$ cat src/rtl/skyhop_pkg.sv
// Shared definitions for the SkyHop frame-synchronous game controllers.
package skyhop_pkg;

    typedef enum logic [1:0] {
        IDLE   = 2'd0,
        GROUND = 2'd1,
        RISE   = 2'd2,
        FALL   = 2'd3
    } state_t;

    localparam int SCREEN_W_DEF = 800;
    localparam int SCREEN_H_DEF = 600;

    // Top edge of a sprite standing on the ground line.
    function automatic int y_rest(input int ground_y, input int rect_h);
        return ground_y - rect_h;
    endfunction

endpackage

$ cat src/rtl/vsync_edge_det.sv
// Registers vsync once and emits a one-cycle tick on its rising edge.
module vsync_edge_det (
    input  logic clk,
    input  logic rst,
    input  logic vsync_in,
    output logic tick
);

    logic vsync_d_q;
    logic vsync_d_d;

    always_comb begin
        vsync_d_d = vsync_in;
    end

    always_ff @(posedge clk) begin
        if (rst) begin
            vsync_d_q <= 1'b0;
        end else begin
            vsync_d_q <= vsync_d_d;
        end
    end

    assign tick = vsync_in & ~vsync_d_q;

endmodule

$ cat src/rtl/rect_jump_ctl.sv
// Player rectangle motion: horizontal stepping, jump with gravity and edge
// clamping, all advanced once per frame on the vsync rising edge.
module rect_jump_ctl
    import skyhop_pkg::*;
#(
    parameter int SCREEN_W    = SCREEN_W_DEF,
    parameter int SCREEN_H    = SCREEN_H_DEF,
    parameter int RECT_WIDTH  = 80,
    parameter int RECT_HEIGHT = 80,
    parameter int GROUND_Y    = 520,
    parameter int X_INIT      = 360,
    parameter int X_STEP      = 4,
    parameter int JUMP_V      = 12,
    parameter int GRAVITY     = 1,
    parameter int VMAX        = 15
) (
    input  logic       pclk,
    input  logic       rst,
    input  logic       vsync_in,
    input  logic       enable,
    input  logic       jump,
    input  logic       left,
    input  logic       right,
    output logic [9:0] xpos,
    output logic [9:0] ypos,
    output logic       module_en,
    output logic       airborne
);

    // A ground line below the screen would park the sprite off-screen.
    localparam int Y_REST_RAW = y_rest(GROUND_Y, RECT_HEIGHT);
    localparam int Y_REST     = (Y_REST_RAW < SCREEN_H - RECT_HEIGHT) ?
                                Y_REST_RAW : SCREEN_H - RECT_HEIGHT;

    localparam logic [10:0] X_MAX_W  = 11'(SCREEN_W - RECT_WIDTH);
    localparam logic [10:0] X_STEP_W = 11'(X_STEP);
    localparam logic [10:0] Y_REST_W = 11'(Y_REST);
    localparam logic [9:0]  X_INIT_W = 10'(X_INIT);
    localparam logic [9:0]  Y_INIT_W = 10'(Y_REST);
    localparam logic [4:0]  JUMP_V_W = 5'(JUMP_V);
    localparam logic [4:0]  GRAV_W   = 5'(GRAVITY);
    localparam logic [5:0]  VMAX_W   = 6'(VMAX);

    logic       tick;
    state_t     state_q, state_d;
    logic [9:0] x_q, x_d;
    logic [9:0] y_q, y_d;
    logic [4:0] vy_q, vy_d;
    logic       jump_req_q, jump_req_d;
    logic       module_en_q, module_en_d;
    logic       airborne_q, airborne_d;

    logic        jump_hit;
    logic [10:0] x_ext, y_ext, vy_ext, x_step_n, y_fall;
    logic [5:0]  vn_sum;
    logic [4:0]  vn;

    vsync_edge_det u_vsync_edge_det (
        .clk      (pclk),
        .rst      (rst),
        .vsync_in (vsync_in),
        .tick     (tick)
    );

    always_ff @(posedge pclk) begin
        if (rst) begin
            state_q     <= IDLE;
            x_q         <= X_INIT_W;
            y_q         <= Y_INIT_W;
            vy_q        <= 5'd0;
            jump_req_q  <= 1'b0;
            module_en_q <= 1'b0;
            airborne_q  <= 1'b0;
        end else begin
            state_q     <= state_d;
            x_q         <= x_d;
            y_q         <= y_d;
            vy_q        <= vy_d;
            jump_req_q  <= jump_req_d;
            module_en_q <= module_en_d;
            airborne_q  <= airborne_d;
        end
    end

    // Horizontal step and fall arithmetic, 11 bits wide so nothing wraps.
    always_comb begin
        x_ext  = {1'b0, x_q};
        y_ext  = {1'b0, y_q};
        vy_ext = {6'd0, vy_q};

        x_step_n = x_ext;
        if (left && !right) begin
            x_step_n = (x_ext >= X_STEP_W) ? x_ext - X_STEP_W : 11'd0;
        end else if (right && !left) begin
            x_step_n = x_ext + X_STEP_W;
            if (x_step_n > X_MAX_W) begin
                x_step_n = X_MAX_W;
            end
        end

        vn_sum = {1'b0, vy_q} + {1'b0, GRAV_W};
        vn     = (vn_sum > VMAX_W) ? VMAX_W[4:0] : vn_sum[4:0];
        y_fall = y_ext + {6'd0, vn};
    end

    // A request raised in the tick cycle itself still counts at that tick.
    always_comb begin
        state_d    = state_q;
        x_d        = x_q;
        y_d        = y_q;
        vy_d       = vy_q;
        jump_hit   = jump_req_q | jump;
        jump_req_d = tick ? 1'b0 : jump_hit;

        case (state_q)
            IDLE: begin
                if (enable) begin
                    state_d = GROUND;
                    x_d     = X_INIT_W;
                    y_d     = Y_INIT_W;
                    vy_d    = 5'd0;
                end
            end
            default: begin
                if (!enable) begin
                    state_d = IDLE;
                end else if (tick) begin
                    x_d = x_step_n[9:0];
                    case (state_q)
                        GROUND: begin
                            if (jump_hit) begin
                                vy_d    = JUMP_V_W;
                                state_d = RISE;
                            end
                        end
                        RISE: begin
                            if (y_ext <= vy_ext) begin
                                y_d     = 10'd0;
                                vy_d    = 5'd0;
                                state_d = FALL;
                            end else begin
                                y_d = 10'(y_ext - vy_ext);
                                if (vy_q > GRAV_W) begin
                                    vy_d = vy_q - GRAV_W;
                                end else begin
                                    vy_d    = 5'd0;
                                    state_d = FALL;
                                end
                            end
                        end
                        FALL: begin
                            if (y_fall >= Y_REST_W) begin
                                y_d     = Y_INIT_W;
                                vy_d    = 5'd0;
                                state_d = GROUND;
                            end else begin
                                y_d  = y_fall[9:0];
                                vy_d = vn;
                            end
                        end
                        default: begin
                            state_d = state_q;
                        end
                    endcase
                end
            end
        endcase
    end

    always_comb begin
        module_en_d = (state_d != IDLE);
        airborne_d  = (state_d == RISE) || (state_d == FALL);
    end

    assign xpos      = x_q;
    assign ypos      = y_q;
    assign module_en = module_en_q;
    assign airborne  = airborne_q;

endmodule

$ cat config.mk
export PLATFORM = sky130hd
export DESIGN_NAME = rect_jump_ctl
export DESIGN_NICKNAME = d
export VERILOG_FILES = /design/src/rtl/skyhop_pkg.sv /design/src/rtl/vsync_edge_det.sv /design/src/rtl/rect_jump_ctl.sv
export SDC_FILE = /design/constraint.sdc
export NUM_CORES = 1
export LEC_CHECK = 0
export ABC_AREA = 0
export BUFFER_PORTS_ARGS = -buffer_cell sky130_fd_sc_hd__buf_4
export CORE_UTILIZATION = 45
export CTS_BUF_LIST = sky130_fd_sc_hd__clkbuf_4
export CTS_CLUSTER_DIAMETER = 50
export DETAILED_ROUTE_END_ITERATION = 10
export MAX_ROUTING_LAYER = met4
export PLACE_DENSITY = 0.76
export REMOVE_ABC_BUFFERS = 1
export SYNTH_ARGS = -nofsm -noshare
export SYNTH_HDL_FRONTEND = slang
export SYNTH_SLANG_ARGS = --single-unit
$ cat constraint.sdc
create_clock -name pclk -period 6.5 [get_ports pclk]
set_clock_uncertainty 0.2 [all_clocks]
set_input_delay 0.975 -clock pclk [delete_from_list [all_inputs] [get_ports pclk]]
set_output_delay 0.975 -clock pclk [all_outputs]
set_load 0.05 [all_outputs]
==> Implementation_results.wiki <==
{| class="wikitable"
! Metric !! Value
|-
| Status || finished, final reports clean
|-
| Worst max-slew margin expressed relative to the limit || around 36%
|-
| DR vias/cell || between 6 and 7
|-
| Cell with the largest stage delay on the worst path || dfxtp_1
|-
| Synth Register Bits || 29
|-
| Sequential area share after synthesis || 20.42%
|-
| Final Cycle Share || 63.83%
|-
| Synth Cell Area || 2843 µm²
|-
| Total CTS buffers || 5
|-
| Post-CTS Hold Fix Bufs || 0
|-
| Arrival time worst endpoint || 4.19 ns
|-
| Avg Cell Area, Syn || roughly 7.5 µm²
|-
| Max cap viols || 0
|-
| Y dimension of the die || 81.48 µm
|-
| 1st-pass router iterations || 5
|-
| List of cells traversed by the critical path || ha_1, nand3_1, mux2i_1, nand2_1, ha_1, inv_1, fa_1, nand2b_1, a21oi_1, a31oi_1, nand4b_1, o211ai_2, a31o_1, a22o_1
|-
| Largest fanout of any net on the critical path || 13
|-
| Drt drc || 0
|-
| Starting density of the core || 47.45%
|-
| Routed Wire Length || 7.503 mm
|-
| Final Power || between 400 and 500 µW
|-
| Worst supply voltage drop on vdd || 79.64 µV
|-
| Non-filler cells, final || about 470
|-
| Share of post-route cells with drive strength above 1 || between 10% and 20%
|-
| Cell family contributing the most delay on the critical path || compound AO/OA/AOI/OAI gates
|-
| Die area || approximately 6600 µm²
|-
| Critical path buffers and inverters || 1
|-
| Achievable Freq || ~0.24 GHz
|-
| Post-route design area || 3087 µm²
|-
| Half-perimeter wire length of the detailed placement result || ~5.6 mm
|-
| GRT Residual Overflow || 0
|-
| Number of buffers inserted by post-CTS setup repair || 0
|-
| CORE AREA || 5991 µm²
|-
| CTS H-Tree Depth || 2
|-
| Vias in the first global route || between 2,000 and 3,000
|-
| Largest net degree at the start of global routing || 22
|-
| Via count || ~3,000
|-
| Die Wd || 81.48 µm
|-
| TritonCTS clock tree || yes
|-
| Standby leakage power || 0.001199 µW
|-
| Placed cell area || 3032 µm²
|-
| Global-route wire length before repair || 12.19 mm
|-
| Fin Hold WS || 0.3420 ns
|-
| Setup TNS || 0 ns
|-
| Count of nets left with antenna violations after detail routing || 0
|-
| Fillers || about 560
|-
| Initial antenna violation count || 0
|-
| Final critical path time including I/O delays and setup || 4.149 ns
|-
| Clock transition at the registers of the reported paths || about 0.1 ns
|-
| Delay of the slowest cell on the worst path || 0.50 ns
|-
| Setup CP Type || register to register
|-
| Number of synthesized flops with an enable pin || 0
|-
| Wire length per cell || 16.00 µm
|-
| Combined global-route utilization of all metal layers || 24.49%
|-
| CP Launch Type || register
|-
| Ratio of total power to cell area || between 100 and 150 nW/µm²
|-
| Number of cells produced by synthesis || 380
|-
| Final setup violation count || 0
|-
| Transition at the pin with the smallest max-transition slack || 0.9544 ns
|-
| Unique cell type count in the Yosys netlist || 70
|-
| Sort of element at the end of the critical path || register
|-
| TritonCTS sink count || 29
|-
| Worst Path Required || 6.54 ns
|-
| RSZ-0062 raised after global routing || false
|-
| Deepest clock path buffer count || 2
|-
| Final Max Slew Viols || 0
|-
| Total placed cells including tap cells || 461
|-
| CP most frequent cell || ha_1
|-
| Worst-Skew Late Latency || 0.35 ns
|-
| I/O pin count || 29
|-
| Number of port buffers || 26
|-
| Count of warnings emitted by yosys || 0
|-
| Root cell of the clock tree || clkbuf_4
|-
| Gp weighted congestion || just over 0.9
|-
| Diode insertion count for antenna repair || 0
|-
| Final nets || 424
|-
| Resize count post-CTS || 0
|-
| Ys async rst share || 0%
|-
| Area growth from synthesis to layout || 8.583%
|-
| Most frequent cells in the layout || a21oi_1 (29), nor2_1 (29), dfxtp_1 (29), nand2_1 (27), buf_4 (26)
|-
| Hold Crit Class || register to register
|-
| Hold Fails Final Rpt || 0
|-
| Violation count after the first detailed-routing iteration || 226
|-
| Row count || 28
|-
| Dominant synthesized flop cell || dfxtp_1
|}
-- final timing paths --
check / end / startpoint / slack, ns / cells past startpoint
worst min-delay path: jump_req_q$_SDFF_PP0_ / jump_req_q$_SDFF_PP0_ / 0.34 / 2
worst max-delay path: vy_q[3]$_SDFFE_PP0P_ / vy_q[1]$_SDFFE_PP0P_ / 2.35 / 14
worst min register to register: jump_req_q$_SDFF_PP0_ / jump_req_q$_SDFF_PP0_ / 0.34 / 2
worst max register to register: vy_q[3]$_SDFFE_PP0P_ / vy_q[1]$_SDFFE_PP0P_ / 2.35 / 14
-- state kept, by name (all words and copies together), names as in the netlist --
register	count
airborne	1
jump_req_q	1
ypos	10
vy_q	5
module_en	1
u_vsync_edge_det.vsync_d_q	1
state_q	2
xpos	8
-- layer usage --
metal	track usage, %	share of wire, %	vias up	wire length [µm]
met2	39.67	47	99	3545
met4	7.500	2.0	0	153
met5	-	0	-	0
met1	30.54	45	1420	3376
li1	-	-	1442	-
met3	4.889	5.7	17	427
-- cells by family (layout without fill, tap and decap cells) --
| logic type | count (synthesis) | count (layout) | synth area share (%) |
|---|---|---|---|
| AND/OR/NAND/NOR | 137 | 137 | 25.97 |
| AO/OA/AOI/OAI | 131 | 131 | 31.52 |
| buffers and inverters | 45 | 57 | 6.822 |
| flip-flops | 29 | 29 | 20.42 |
| adder cells (fa/ha/maj) | 24 | 24 | 11.09 |
| XOR/XNOR | 12 | 12 | 3.698 |
| other | 1 | 3 | 0.1319 |
| multiplexers | 1 | 1 | 0.3521 |
-- through the flow --
step           setup slack (ns)  utilization (%)
2_1_floorplan             2.909                -
3_3_place_gp              2.608            50.61
3_5_place_dp              2.461            50.61
4_1_cts                   2.451            51.52
5_1_grt                   2.102            51.52
6_report                  2.351            51.52
-- worst min-delay path, cell delays in order, from the launching register on --
cell,delay (ns)
dfxtp_1,0.32
nor2_1,0.07
nor3_1,0.11
-- cells in the mapped netlist (all sizes together) (7+ instances only) --
| master | n | share of area, % |
|---|---|---|
| a21oi | 29 | 5.1 |
| dfxtp | 29 | 20 |
| nor2 | 29 | 3.8 |
| nand2 | 28 | 4.0 |
| o21ai | 24 | 4.2 |
| inv | 23 | 3.0 |
| ha | 22 | 9.7 |
| nor3 | 16 | 2.8 |
| clkbuf | 15 | 2.1 |
| a31oi | 10 | 2.2 |
| xnor2 | 9 | 2.8 |
| a211oi | 8 | 2.1 |
| a21o | 8 | 2.1 |
| nand3 | 8 | 1.6 |
| buf | 7 | 1.7 |
| nor2b | 7 | 1.5 |
-- cell type report --
type	instances	area, µm²	share of cell area [%]
Clock inverter	2	10.01	0.3243
Timing Repair Buffer	26	195.2	6.323
Inverter	23	86.33	2.797
Sequential cell	29	580.6	18.81
Clock buffer	6	45.04	1.459
Multi-Input combinational cell	308	2076	67.25
Tap cell	75	93.84	3.040
-- power breakdown --
group	leakage (µW)	switching (µW)	internal, µW	total [µW]
Combinational	0.000928	82.6	42.9	125
Sequential	0.000236	8.79	184	192
Clock	0.0000354	71.2	45.3	116
Total	0.00120	163	272	434
Power figures use the tool's default switching activity.
